==> config.mk <==
export PLATFORM = sky130hd
export DESIGN_NAME = core_boot_loader
export DESIGN_NICKNAME = d
export VERILOG_FILES = /design/src/rtl/core_boot_loader.sv
export SDC_FILE = /design/constraint.sdc
export NUM_CORES = 1
export LEC_CHECK = 0
export ABC_AREA = 0
export BUFFER_PORTS_ARGS = -buffer_cell sky130_fd_sc_hd__buf_2
export CAP_MARGIN = 20
export CORE_MARGIN = 1
export CORE_UTILIZATION = 50
export CTS_BUF_LIST = sky130_fd_sc_hd__clkbuf_8
export DETAILED_ROUTE_END_ITERATION = 7
export GPL_TIMING_DRIVEN = 0
export PLACE_DENSITY = 0.77
export SLEW_MARGIN = 15
export SYNTH_ARGS = -nofsm -noshare
export SYNTH_HDL_FRONTEND = slang
export SYNTH_SLANG_ARGS = --single-unit
==> constraint.sdc <==
create_clock -name clk -period 5.4 [get_ports clk]
set_input_delay 0.81 -clock clk [delete_from_list [all_inputs] [get_ports clk]]
set_output_delay 0.81 -clock clk [all_outputs]
set_load 0.1 [all_outputs]
==> src/rtl/core_boot_loader.sv <==
// rtl/core_boot_loader.sv - host byte-stream boot sequencer driving core insn/data back-door writes and run level
// Optional trailing checksum byte on write frames: CORE_BOOT_LOADER_CKSUM_EN
module core_boot_loader #(
   parameter int unsigned TIMEOUT_CYCLES = 100000,
   parameter int unsigned CNT_W          = 16
) (
   input  logic             clk,
   input  logic             reset,
   input  logic [7:0]       in_data,
   input  logic             in_valid,
   output logic             in_ready,
   output logic [31:0]      insn_addr,
   output logic [31:0]      insn_din,
   output logic             insn_we,
   output logic [31:0]      data_addr,
   output logic [31:0]      data_din,
   output logic             data_we,
   output logic             run,
   output logic [2:0]       err_code,
   output logic [CNT_W-1:0] write_count
);

   localparam logic [7:0] CMD_INSN = 8'h01;
   localparam logic [7:0] CMD_DATA = 8'h02;
   localparam logic [7:0] CMD_RUN  = 8'h03;
   localparam logic [7:0] CMD_HALT = 8'h04;
   localparam logic [7:0] CMD_CLR  = 8'h05;

   localparam logic [2:0] ERR_NONE = 3'd0;
   localparam logic [2:0] ERR_CMD  = 3'd1;
   localparam logic [2:0] ERR_RUN  = 3'd2;
   localparam logic [2:0] ERR_TO   = 3'd3;

`ifdef CORE_BOOT_LOADER_CKSUM_EN
   localparam logic [2:0] ERR_CSUM = 3'd4;
   typedef enum logic [2:0] {S_CMD, S_ADDR, S_DATA, S_CSUM, S_WRITE} state_t;
`else
   typedef enum logic [2:0] {S_CMD, S_ADDR, S_DATA, S_WRITE} state_t;
`endif

   state_t      state, state_nxt;
   logic [1:0]  byte_cnt;
   logic        is_insn;
   logic [31:0] addr_sh;
   logic [31:0] data_sh;
   logic [31:0] data_merge;
   logic [31:0] timer;
   logic        accept;
   logic        in_frame;
   logic        timed_out;
   logic        frame_end;
   logic        load_out;
   logic        run_nxt;
   logic [2:0]  err_nxt;
`ifdef CORE_BOOT_LOADER_CKSUM_EN
   logic [7:0]  csum;
   logic [7:0]  csum_nxt;

   assign csum_nxt = csum + in_data;
   assign in_frame = (state == S_ADDR) || (state == S_DATA) || (state == S_CSUM);
`else
   assign in_frame = (state == S_ADDR) || (state == S_DATA);
`endif

   assign in_ready  = reset && (state != S_WRITE);
   assign accept    = in_valid && in_ready;
   assign timed_out = (TIMEOUT_CYCLES != 0) && in_frame && !accept &&
                      (timer == 32'(TIMEOUT_CYCLES - 1));
   assign insn_we   = (state == S_WRITE) && is_insn;
   assign data_we   = (state == S_WRITE) && !is_insn;

   // Data word with the byte being accepted this cycle already merged in.
   always_comb begin
      data_merge = data_sh;
      if (state == S_DATA && accept)
         data_merge[{byte_cnt, 3'b000} +: 8] = in_data;
   end

   always_ff @(posedge clk or negedge reset) begin
      if (!reset)
         state <= S_CMD;
      else
         state <= state_nxt;
   end

   always_comb begin
      state_nxt = state;
      run_nxt   = run;
      err_nxt   = err_code;
      frame_end = 1'b0;
      load_out  = 1'b0;
      case (state)
         S_CMD: begin
            if (accept) begin
               case (in_data)
                  CMD_INSN, CMD_DATA: state_nxt = S_ADDR;
                  CMD_RUN:            run_nxt   = 1'b1;
                  CMD_HALT:           run_nxt   = 1'b0;
                  CMD_CLR:            err_nxt   = ERR_NONE;
                  default:            err_nxt   = ERR_CMD;
               endcase
            end
         end
         S_ADDR: begin
            if (accept && byte_cnt == 2'd3)
               state_nxt = S_DATA;
         end
         S_DATA: begin
            if (accept && byte_cnt == 2'd3) begin
`ifdef CORE_BOOT_LOADER_CKSUM_EN
               state_nxt = S_CSUM;
`else
               frame_end = 1'b1;
`endif
            end
         end
`ifdef CORE_BOOT_LOADER_CKSUM_EN
         S_CSUM: begin
            if (accept) begin
               if (csum_nxt != 8'h00) begin
                  err_nxt   = ERR_CSUM;
                  state_nxt = S_CMD;
               end else begin
                  frame_end = 1'b1;
               end
            end
         end
`endif
         S_WRITE: state_nxt = S_CMD;
         default: state_nxt = S_CMD;
      endcase

      // Instruction memory may not be touched while the pipeline is live.
      if (frame_end) begin
         if (is_insn && run) begin
            err_nxt   = ERR_RUN;
            state_nxt = S_CMD;
         end else begin
            state_nxt = S_WRITE;
            load_out  = 1'b1;
         end
      end

      if (timed_out) begin
         err_nxt   = ERR_TO;
         state_nxt = S_CMD;
      end
   end

   always_ff @(posedge clk or negedge reset) begin
      if (!reset) begin
         byte_cnt    <= 2'd0;
         is_insn     <= 1'b0;
         addr_sh     <= 32'd0;
         data_sh     <= 32'd0;
         timer       <= 32'd0;
         run         <= 1'b0;
         err_code    <= ERR_NONE;
         insn_addr   <= 32'd0;
         insn_din    <= 32'd0;
         data_addr   <= 32'd0;
         data_din    <= 32'd0;
         write_count <= '0;
`ifdef CORE_BOOT_LOADER_CKSUM_EN
         csum        <= 8'h00;
`endif
      end else begin
         run      <= run_nxt;
         err_code <= err_nxt;

         if (state == S_CMD && accept) begin
            is_insn  <= (in_data == CMD_INSN);
            byte_cnt <= 2'd0;
`ifdef CORE_BOOT_LOADER_CKSUM_EN
            csum     <= in_data;
`endif
         end else if (accept) begin
            byte_cnt <= byte_cnt + 2'd1;
`ifdef CORE_BOOT_LOADER_CKSUM_EN
            csum     <= csum_nxt;
`endif
         end

         if (state == S_ADDR && accept)
            addr_sh[{byte_cnt, 3'b000} +: 8] <= in_data;
         if (state == S_DATA && accept)
            data_sh <= data_merge;

         if (state == S_CMD || accept || timed_out)
            timer <= 32'd0;
         else if (in_frame)
            timer <= timer + 32'd1;

         if (load_out) begin
            if (is_insn) begin
               insn_addr <= addr_sh;
               insn_din  <= data_merge;
            end else begin
               data_addr <= addr_sh;
               data_din  <= data_merge;
            end
         end

         if (state == S_WRITE)
            write_count <= write_count + {{(CNT_W-1){1'b0}}, 1'b1};
      end
   end

endmodule

### Word level (Yosys, flattened, before mapping)

Cells that the tools add are included.

* flip-flop bits (word level): 250
* input bits: 11
* word-level logic and storage cells: 86

* add/sub/neg operators: 4
* equality and inequality tests: 15
* shift-type cells: 2
* mux-type cells: 25
* bitwise logic cells: 1
* reductions and logical operators: 26

Operator list (number)
* 32-bit two-way mux: 3
* 32-bit bitwise mux: 2
* 32-bit by 1-bit adder with 32-bit output (second input constant): 1
* 32-bit by 17-bit == test with 1-bit output (second input constant): 1
* 8-bit by 7-bit variable shift with 32-bit output (first input constant): 1
* 8-bit by 7-bit variable part select with 32-bit output: 1
* 3-bit two-way mux: 10
* 16-bit by 1-bit adder with 16-bit output (second input constant): 1
* 8-bit by 2-bit == test with 1-bit output (second input constant): 2
* 8-bit by 3-bit == test with 1-bit output (second input constant): 2
* 1-bit logical AND: 11
* 3-bit case mux with 3 select lines: 1
* 8-bit by 1-bit == test with 1-bit output (second input constant): 1
* 4-bit by 3-bit != test with 1-bit output (second input constant): 2
* 5-bit negation with 7-bit output: 1
* 3-bit by 2-bit == test with 1-bit output (second input constant): 2
* 2-bit two-way mux: 3
* 3-bit case mux with 2 select lines: 1
* 2-bit nonzero test: 3
* 1-bit two-way mux: 4
* 4-bit != test (second input constant): 1
* 2-bit AND reduction: 2
* 4-bit AND reduction: 1
* 4-bit OR reduction: 1
* other kinds (12): 15

### Logic depth before layout (Yosys ltp)

Gate-level depths: netlist of the first run.

* depth in word-level cells: 8
* gate-level depth with buffers: 10
* gate-level depth less buffers: 7

### Worst setup path before layout of the first run

OpenSTA, ideal clock, no wires.

* kind: reg2out
* from: register state[0]
* to: output port data_we
* arrival time: 2.177 ns
* path slack: 2.413 ns
* stages on the path, launching flop included: 4
* path buffers: 1
* cell sequence: dfrtp_1 ha_1 clkbuf_1 nor2b_1

* word-level cells in the longest chain between the ends: 2

RTL lines
* start: declaration: RTL line 41 `state_t state, state_nxt;`
* start signal: assignment: RTL line 83 `state <= state_nxt;`
* 3-bit by 2-bit == test with 1-bit output: RTL line 70 `assign data_we = (state == S_WRITE) && !is_insn;`
* 1-bit logical AND: RTL line 70
* end: declaration: RTL line 17 `output logic data_we,`

Every way passes these cells.

### Final worst setup path of the first run

* from: input port reset
* to: register insn_din[19]

* word-level cells in the longest chain between the ends: 7
* elaborated cells on any way between the ends: 9

RTL lines
* start: declaration: RTL line 8 `input logic reset,`
* 1-bit logical AND *: RTL line 65 `assign in_ready = reset && (state != S_WRITE);`
* 1-bit logical AND *: RTL line 66 `assign accept = in_valid && in_ready;`
* 1-bit logical AND: RTL line 109 `if (accept && byte_cnt == 2'd3) begin`
* 1-bit two-way mux: RTL line 109
* 1-bit two-way mux: RTL line 92 `case (state)`
* 1-bit two-way mux: RTL line 134 `if (frame_end) begin`
* 2-bit AND reduction (no source line)
* end signal: assignment: RTL line 197 `insn_din <= data_merge;`
* end: declaration: RTL line 13 `output logic [31:0] insn_din,`

Mark *: on every way between the ends. The rest lies on a longest branch, timed or not.
A chain may end at the register's enable or synchronous reset.

==> impl_metrics.json, run 1 <==
{
  "status": "finished clean",
  "max_cap_viol_count": 0,
  "die-area_mm2": 0.02069,
  "worst_path_largest_cell_delay_ns": 0.42,
  "cts_tree": "yes",
  "drv_slew": 0,
  "synth-warning-count": 0,
  "grt_use_total_pct": 24.35,
  "critPathCapture": "insn_din[19]",
  "peakVddDrop_uv": 211.5,
  "final_nets": 1200,
  "holdWs_ns": 0.2503,
  "grt_overflow_total": 0,
  "crit_slowest_cell": "buf_16",
  "final_area_mm2": 0.01205,
  "synth_edf_count": 0,
  "layout.cells.non_filler": 1466,
  "drive_above_1_share_pct": 21.82,
  "insertion_delay_ns": 0.53,
  "nFillCells": 1649,
  "ys_types": 38,
  "drc": 0,
  "setup_viol": 0,
  "p_leak_uw": 0.006408,
  "grt_pass1_wl_um": 38820,
  "synthTopCellsByArea": "dfrtp_1, nand2_1, o21ai_0, mux2_2, nor2_1",
  "cts_made_buffers": 40,
  "rsz0062_at_grt": "false",
  "syn_to_final_growth_pct": 19.79,
  "diodes": 0,
  "vias": 7716,
  "clock-sinks": 249,
  "end_kind": "register",
  "arrival_ns": 3.83,
  "synthFlopType": "dfrtp_1",
  "power.density_mw_per_mm2": 368.3,
  "fin_skew_ns": 0.01252,
  "syn_inst": 974,
  "r2r_cells": 10,
  "drt_iter0_drc": 492,
  "seq_area_frac_synth_pct": 61.93,
  "regToRegEndpoint": "data_addr[5]",
  "core_area_mm2": 0.01959,
  "cts_buffer_depth": 3,
  "place_area_mm2": 0.01125,
  "antenna_found_initial": 0,
  "synth-seq-cells": 249,
  "cts_max_level": 2,
  "path_class": "in2reg",
  "cts_resized": 0,
  "worstPathMaxFanout": 98,
  "vias_per_cell": 5.263,
  "crit_required_ns": 5.79,
  "postCtsSetupRepairBufs": 0,
  "syn_area_mm2": 0.01006,
  "avgRoutedWirePerCell_um": 16.43,
  "power_uw": 4438,
  "finalCriticalPeriod_ns": 3.442,
  "io_pins": 162,
  "die_h_um": 143.9,
  "grt_pass1_vias": 7521,
  "die_w_um": 143.9,
  "cts_root_buf": "clkbuf_8",
  "yosysTopAreaCellShare_pct": 61.93,
  "startpoint": "reset",
  "port_buffers": 159,
  "max_slew.worst_pin.slew_ns": 0.8769,
  "synth_area_per_cell_um2": 10.33,
  "hold_viol": 0,
  "yosysMostFrequentCell": "dfrtp_1",
  "cp-start-kind": "input pin",
  "yosysTopAreaCell": "dfrtp_1",
  "rows": 51,
  "timing.slew.headroom_pct": 41.41,
  "globalplace.congestion": 0.9133,
  "r2r_start": "state[0]",
  "max_freq_mhz": 290.5,
  "postRouteAntennaNets": 0,
  "crit_path_frequent_cell": "clkbuf_1",
  "r2r_slack_ns": 2.42,
  "fin_crit_sh_pct": 63.75,
  "first_pass_iters": 5,
  "start_util_pct": 51.36,
  "ctsHoldBuffers": 0,
  "post-dp-hpwl_um": 17280,
  "wirelength_um": 24090,
  "clk_pin_slew_ns": 0.06,
  "syn_nets": 997,
  "synth-async-reset-ratio_pct": 100.0,
  "dp_cells": 1400,
  "synth_commonest_cells": "dfrtp_1, nand2_1, o21ai_0",
  "path_cells": "buf_8 -> buf_16 -> and3b_1 -> clkbuf_1 -> and3_1 -> nand3b_1 -> clkbuf_1 -> clkbuf_1 -> nand2_1 -> o21ai_0",
  "setup_tns_ns": 0,
  "hp-class": "in2async",
  "grt_max_degree": 99
}
==> stage by stage <==
step | util [%] | setup slack, ns
floorplan | - | 2.413
global placement | 57.11 | -2.058
detailed placement | 57.44 | 1.328
CTS | 61.52 | 1.892
global route | 61.52 | 1.614
finish | 61.52 | 1.958
==> power breakdown <==
group,total [µW],switching [µW],internal [µW]
logic,763,572,190
clock network,1620,708,910
registers,2060,90.8,1970
==> how the worst min path moves through the flow <==
stage	to	depth (start not counted)	start	slack (ns)
final	write_count[11]	1	reset	0.25
after detailed placement	write_count[15]	1	write_count[15]	0.45
after global placement	data_addr[21]	2	data_addr[21]	0.45
after CTS	timer[6]	1	reset	0.25
after global routing	write_count[9]	1	reset	0.28
after floorplan	data_sh[11]	2	data_sh[11]	0.44
==> cells in the final DEF (no fill, tap or decap), types with 2 or more instances in the layout <==
master | synthesis | layout
nand2_1 | 248 | 248
and3_1 | 10 | 10
clkbuf_8 | 0 | 49
and2_1 | 6 | 6
dfrtp_1 | 249 | 249
xor2_1 | 23 | 23
nand4_1 | 15 | 15
bufinv_16 | 0 | 2
a31oi_1 | 2 | 2
nor3_1 | 8 | 8
nand3_1 | 21 | 21
clkbuf_1 | 40 | 40
buf_16 | 0 | 2
or3_1 | 7 | 7
nor2_1 | 62 | 62
inv_1 | 33 | 45
clkinv_2 | 0 | 2
buf_2 | 3 | 161
ha_1 | 12 | 12
mux2i_1 | 3 | 3
a21oi_1 | 30 | 30
xnor2_1 | 20 | 20
and3b_1 | 2 | 2
and4_1 | 4 | 4
nor3b_1 | 3 | 3
or4_4 | 2 | 2
mux2_2 | 41 | 41
nand3b_1 | 3 | 3
nor2b_1 | 2 | 2
nor4_1 | 8 | 8
o21ai_0 | 106 | 106
==> registers in the layout (all words and copies together) (netlist names), 2 cells and up <==
name and count:
err_code 3, insn_din 32, write_count 16, data_addr 32, timer 32, data_sh 32, state 2, byte_cnt 2
insn_addr 32, data_din 32, addr_sh 32
==> cells by family after synthesis <==
group	Yosys count	synth area share, %
XOR/XNOR	43	3.743
flip-flops	249	61.93
AO/OA/AOI/OAI	144	7.474
AND/OR/NAND/NOR	406	17.60
buffers and inverters	76	2.873
adder cells (fa/ha/maj)	12	1.492
multiplexers	44	4.887
==> critical path: cells and delay by family <==
kind / cells / cell delay [ns]
AND/OR/NAND/NOR: 4 / 0.97
buffers and inverters: 5 / 1.90
AO/OA/AOI/OAI: 1 / 0.09
==> area by class of cell <==
| type | count | area (µm²) | share of cell area (%) |
|---|---|---|---|
| multi-input combinational | 649 | 3541 | 29.38 |
| tap | 265 | 331.6 | 2.751 |
| buffer | 43 | 165.2 | 1.370 |
| sequential | 249 | 6231 | 51.70 |
| clock buffer | 49 | 674.4 | 5.596 |
| clock inverter | 17 | 123.9 | 1.028 |
| timing repair buffer | 161 | 860.8 | 7.143 |
| inverter | 33 | 123.9 | 1.028 |
==> layer usage <==
metal  share of wire (%)  up-vias  GRT usage (%)
li1                    -     3652              -
met1                  44     3770          32.91
met2                  48      237          38.98
met3                 5.1       57          4.332
met4                 3.1        0          9.798
met5                   0        -              0
(Power assumes the default switching activity.)
==> inputs of run 2 (changes only) <==
==> constraint.sdc (replaced) <==
create_clock -name clk -period 3.27 [get_ports clk]
set_input_delay 0.4905 -clock clk [delete_from_list [all_inputs] [get_ports clk]]
set_output_delay 0.4905 -clock clk [all_outputs]
set_load 0.1 [all_outputs]
==> run 2 against run 1 <==
Net effect:
- the flow now finishes with violations (negative hold slack)
- largest power group unchanged
- clock skew decreased by 0.0014 ns
- clock power increased by 65%
- total power increased by 65%
- worst hold slack got worse by 0.26 ns
- wire length increased by 1.1%
- count of clock-buffer cells in the layout unchanged
- highest routed layer unchanged
- utilization increased by 0.19 points
==> impl_metrics.json, run 2 (same netlist as run 1, synthesis figures left out) <==
{
  "finalCriticalPeriod_ns": 2.980,
  "end_kind": "register",
  "rows": 51,
  "cts_max_level": 2,
  "p_clk_share_pct": 36.4,
  "grt_util_met3_pct": 4.332,
  "postRouteAntennaNets": 0,
  "pre_cts_ws_ns": -0.4828,
  "die_w_um": 143.9,
  "first_pass_iters": 5,
  "drc": 0,
  "p_leak_uw": 0.006425,
  "fin_skew_ns": 0.01112,
  "r2r_start": "state[0]",
  "grt_busiest_layer": "met2",
  "clock-sinks": 249,
  "clk_pin_slew_ns": 0.06,
  "io_pins": 162,
  "power_frac_comb_pct": 17.3,
  "ff_latch_area_mm2": 0.006231,
  "hold_viol": 4,
  "gr-usage-met1_pct": 32.99,
  "grt_max_degree": 99,
  "grt_use_total_pct": 24.45,
  "post-route-util_pct": 61.71,
  "vias_per_cell": 5.264,
  "start_util_pct": 51.36,
  "grt_pass1_vias": 7541,
  "grt_pass1_wl_um": 38970,
  "drive_above_1_share_pct": 21.86,
  "path_class": "reg2reg",
  "drv_slew": 0,
  "nFillCells": 1645,
  "setup_viol": 0,
  "avgRoutedWirePerCell_um": 16.59,
  "vias": 7728,
  "port_buffers": 159,
  "die_h_um": 143.9,
  "violations": "negative hold slack",
  "multi_input_area_mm2": 0.003541,
  "peakVddDrop_uv": 350.1,
  "syn_to_final_growth_pct": 20.16,
  "cts_root_buf": "clkbuf_8",
  "wirelength_um": 24350,
  "core_area_mm2": 0.01959,
  "switchingPower_uw": 2267,
  "max_slew.worst_pin.slew_ns": 0.9227,
  "grt_overflow_total": 0,
  "drt_iter0_drc": 487,
  "cp-start-kind": "register",
  "insertion_delay_ns": 0.53,
  "max_freq_mhz": 335.5,
  "p_seq_share_pct": 46.3,
  "hp-class": "in2async",
  "startpoint": "state[0]",
  "fin_crit_sh_pct": 91.14,
  "holdWs_ns": -0.01283,
  "cts_buffer_depth": 3,
  "final_cell_mix": "dfrtp_1, nand2_1, buf_2",
  "timing.slew.headroom_pct": 38.35,
  "grt_util_met2_pct": 39.23,
  "final_nets": 1202,
  "fin_ws_ns": 0.2897,
  "status": "finished with violations",
  "rsz0062_at_grt": "false",
  "cts_made_buffers": 40,
  "switching_share_pct": 30.90,
  "cts_tree": "yes",
  "diodes": 0,
  "crit_required_ns": 3.73,
  "worstPathMaxFanout": 10,
  "post-dp-hpwl_um": 17280,
  "arrival_ns": 3.44,
  "globalplace.congestion": 0.9133,
  "max_cap_viol_count": 0,
  "die-area_mm2": 0.02069,
  "cts_resized": 0,
  "p_int_uw": 5070,
  "final_common_cell": "dfrtp_1",
  "antenna_found_initial": 0,
  "power.density_mw_per_mm2": 607.0
}
==> run 2: final cells by class <==
cell class                 count  share of cell area (%)
multi-input combinational    649                   29.29
buffer                        43                   1.366
inverter                      33                   1.025
clock buffer                  49                   5.579
sequential                   249                   51.54
tap                          265                   2.743
clock inverter                17                   1.025
timing repair buffer         163                   7.431
==> run 2: path summary, 6_finish.rpt <==
check                            endpoint  slack [ns]  depth (start not counted)
min reg2reg                 data_addr[20]        0.47                          2
max                          data_addr[5]        0.29                         10
max reg2reg                  data_addr[5]        0.29                         10
max in group asynchronous   data_addr[25]        2.36                          3
min in group clk              addr_sh[31]        0.33                          3
min                        write_count[6]       -0.01                          2
==> run 2: repair_timing <==
| item | 4_1_cts | 5_1_grt |
|---|---|---|
| setup endpoints to repair | 0 | 0 |
| hold buffers | 2 | 0 |
| hold endpoints to repair | 65 | 0 |
| setup buffers | 0 | 0 |
==> run 2: layer usage <==
metal	wire length, µm	up-vias	part of all wire [%]
met4	733	0	3.0
li1	-	3661	-
met3	1198	54	4.9
met1	10710	3792	44
met2	11710	221	48
met5	0	-	0
==> run 2: power groups by stage <==
stage,combinational [µW],sequential [µW],clock [µW]
after floorplan,651,3680,0
after global routing,1390,3420,2860
after global placement,1220,3440,0
after detailed placement,1250,3450,0
final,1270,3400,2670
after CTS,1260,3400,2710
==> run 2: metrics by stage <==
step	total power, µW	cells	TNS, ns	instance area, µm²
6_report	7338	1468	0	12090
5_1_grt	7672	1468	0	12090
4_1_cts	7371	1468	0	12090
3_5_place_dp	4700	1400	-25.33	11250
3_3_place_gp	4653	1398	-1450.63	11190
2_1_floorplan	4333	974	0	10060
==> run 2: critical path: stages (launching register included) <==
cell	delay, ns
dfrtp_1	0.41
ha_1	0.19
and3b_1	0.17
clkbuf_1	0.20
and3_1	0.27
nand2b_1	0.07
clkbuf_1	0.29
clkbuf_1	0.50
clkbuf_1	0.56
nand2_1	0.14
nand2_1	0.10
==> inputs of run 3 (changes only) <==
--- a/config.mk
+++ b/config.mk
@@ -5,15 +5,15 @@
 export SDC_FILE = /design/constraint.sdc
 export NUM_CORES = 1
 export LEC_CHECK = 0
-export ABC_AREA = 0
+export ABC_AREA = 1
 export BUFFER_PORTS_ARGS = -buffer_cell sky130_fd_sc_hd__buf_2
 export CAP_MARGIN = 20
 export CORE_MARGIN = 1
-export CORE_UTILIZATION = 50
+export CORE_UTILIZATION = 25
 export CTS_BUF_LIST = sky130_fd_sc_hd__clkbuf_8
 export DETAILED_ROUTE_END_ITERATION = 7
 export GPL_TIMING_DRIVEN = 0
-export PLACE_DENSITY = 0.77
+export PLACE_DENSITY = 0.43
 export SLEW_MARGIN = 15
 export SYNTH_ARGS = -nofsm -noshare
 export SYNTH_HDL_FRONTEND = slang
==> run 3 against run 2 <==
Net effect:
- clock skew up 0.014 ns
- global-route usage is 10 points lower
- maximum frequency up 3.8%
- count of clock-buffer cells in the layout up 18
- die area rose by 120%
- final cell count up 44%
- worst hold slack improved by 0.21 ns
- the flow now finishes without violations
- wire length grew 34%
- combinational power grew to 2.9 times the previous value
- worst setup slack improved by 0.11 ns
- sequential cell count unchanged
- synthesized cell count rose by 31%
==> impl_metrics.json, run 3 <==
{
  "synth-seq-cells": 249,
  "p_leak_uw": 0.007331,
  "power_frac_comb_pct": 33.7,
  "final_cell_mix": "nand2_1, dfrtp_1, buf_2",
  "fin_skew_ns": 0.02550,
  "rsz0062_at_grt": "false",
  "worstPathMaxFanout": 78,
  "synthFlopType": "dfrtp_1",
  "cp-start-kind": "input pin",
  "synth_area_per_cell_um2": 8.763,
  "grt_pass1_wl_um": 49980,
  "ff_latch_area_mm2": 0.006231,
  "start_util_pct": 25.26,
  "arrival_ns": 2.38,
  "syn_inst": 1272,
  "syn_to_final_growth_pct": 24.27,
  "grt_pass1_vias": 8454,
  "timing.slew.headroom_pct": 62.81,
  "fin_ws_ns": 0.3996,
  "p_seq_share_pct": 35.3,
  "setup_viol": 0,
  "nFillCells": 4793,
  "crit_required_ns": 2.78,
  "max_slew.worst_pin.slew_ns": 0.5578,
  "final_common_cell": "nand2_1",
  "synth-async-reset-ratio_pct": 100.0,
  "yosysTopAreaCell": "dfrtp_1",
  "grt_overflow_total": 0,
  "fin_crit_sh_pct": 87.78,
  "finalCriticalPeriod_ns": 2.870,
  "post-route-util_pct": 31.39,
  "p_clk_share_pct": 31.0,
  "antenna_found_initial": 0,
  "power_uw": 10880,
  "ys_types": 34,
  "die-area_mm2": 0.04544,
  "pre_cts_ws_ns": 0.2621,
  "final_nets": 1509,
  "status": "finished clean",
  "hp-class": "in2reg",
  "path_buf_inv": 5,
  "vias": 8764,
  "path_cells": "dlygate4sd3_1 -> buf_8 -> buf_16 -> inv_1 -> nor2_4 -> buf_2",
  "syn_area_mm2": 0.01115,
  "io_pins": 162,
  "crit_family": "buffers and inverters",
  "globalplace.congestion": 0.9194,
  "diodes": 0,
  "seq_area_frac_synth_pct": 55.90,
  "synth_commonest_cells": "nand2_1, dfrtp_1, inv_1",
  "cts_resized": 0,
  "cts_made_buffers": 47,
  "switching_share_pct": 43.28,
  "grt_use_total_pct": 14.49,
  "insertion_delay_ns": 0.62,
  "drv_slew": 0,
  "cts_max_level": 2,
  "rows": 77,
  "clock-sinks": 249,
  "max_freq_mhz": 348.4,
  "switchingPower_uw": 4711,
  "cts_buffer_depth": 3,
  "setup_tns_ns": 0,
  "power.density_mw_per_mm2": 785.8,
  "max_cap_viol_count": 0,
  "path_class": "in2out",
  "p_int_uw": 6174,
  "avgRoutedWirePerCell_um": 15.42,
  "clk_pin_slew_ns": 0.06,
  "peakVddDrop_uv": 627.6,
  "syn_nets": 1295,
  "crit_slowest_cell": "dlygate4sd3_1",
  "yosysTopAreaCellShare_pct": 55.90,
  "synth-warning-count": 0,
  "core_area_mm2": 0.04412,
  "drt_iter0_drc": 428,
  "hold_viol": 0,
  "postRouteAntennaNets": 0,
  "end_kind": "output pin",
  "drive_above_1_share_pct": 21.33,
  "grt_max_degree": 99,
  "wirelength_um": 32560,
  "vias_per_cell": 4.152,
  "port_buffers": 161,
  "die_w_um": 213.2,
  "worst_path_largest_cell_delay_ns": 0.56,
  "first_pass_iters": 5,
  "yosysMostFrequentCell": "nand2_1",
  "multi_input_area_mm2": 0.004143,
  "synth_edf_count": 0,
  "post-dp-hpwl_um": 23670,
  "cts_tree": "yes",
  "cts_root_buf": "clkbuf_8",
  "die_h_um": 213.2,
  "drc": 0,
  "synthTopCellsByArea": "dfrtp_1, nand2_1, inv_1, nor2_1, o21ai_0"
}
-- run 3: logic make-up after synthesis --
logic type	after synthesis	synth area share, %
buffers and inverters	179	6.937
flip-flops	249	55.90
AO/OA/AOI/OAI	133	6.162
AND/OR/NAND/NOR	655	24.85
multiplexers	24	3.233
XOR/XNOR	20	1.571
adder cells (fa/ha/maj)	12	1.347
-- run 3: cell type report --
cell class | count | area share (%)
Clock buffer | 67 | 6.657
Buffer | 41 | 1.843
Inverter | 138 | 3.740
Multi-Input combinational cell | 844 | 29.91
Sequential cell | 249 | 44.98
Tap cell | 592 | 5.347
Clock inverter | 15 | 0.9665
Timing Repair Buffer | 165 | 6.558
-- run 3: power by group through the flow --
| stage | combinational [µW] | clock [µW] | sequential [µW] |
|---|---|---|---|
| 6_report | 3670 | 3370 | 3840 |
| 3_5_place_dp | 3690 | 0 | 3890 |
| 2_1_floorplan | 1170 | 0 | 5550 |
| 4_1_cts | 3710 | 3510 | 3840 |
| 3_3_place_gp | 3670 | 0 | 3890 |
| 5_1_grt | 3940 | 3650 | 3900 |
-- run 3: through the flow --
step / area (µm²) / cells / hold slack (ns)
2_1_floorplan: 11150 / 1272 / 0.1949
3_3_place_gp: 12690 / 2025 / 0.4617
3_5_place_dp: 12760 / 2027 / 0.4600
4_1_cts: 13850 / 2111 / 0.1494
5_1_grt: 13850 / 2111 / 0.1690
6_report: 13850 / 2111 / 0.2017
-- run 3: worst paths after layout --
check | start | slack (ns) | cells after the start | endpoint
max | reset | 0.40 | 6 | in_ready
min | in_data[1] | 0.20 | 3 | run
max reg2reg | byte_cnt[0] | 0.85 | 10 | data_din[22]
min reg2reg | insn_din[1] | 0.47 | 2 | insn_din[1]
max in group asynchronous | reset | 2.29 | 3 | data_din[17]
min in group asynchronous | reset | 0.49 | 3 | addr_sh[28]
-- run 3: layer usage --
layer	wire (µm)	GRT usage, %	vias to the layer above
li1	-	-	4426
met4	648	3.916	0
met1	16310	20.94	4106
met2	14050	21.39	184
met3	1556	3.471	48
met5	0	0	-
-- run 3: worst min-delay path, cell delays in order --
cell,delay [ns]
buf_2,0.12
nand4_1,0.09
a22oi_1,0.06
-- run 3: what timing repair did --
| item | 4_1_cts | 5_1_grt |
|---|---|---|
| hold buffers | 2 | 0 |
| hold endpoints to repair | 75 | 0 |
| endpoints found under the setup margin | 0 | 0 |
| buffers inserted | 0 | 0 |
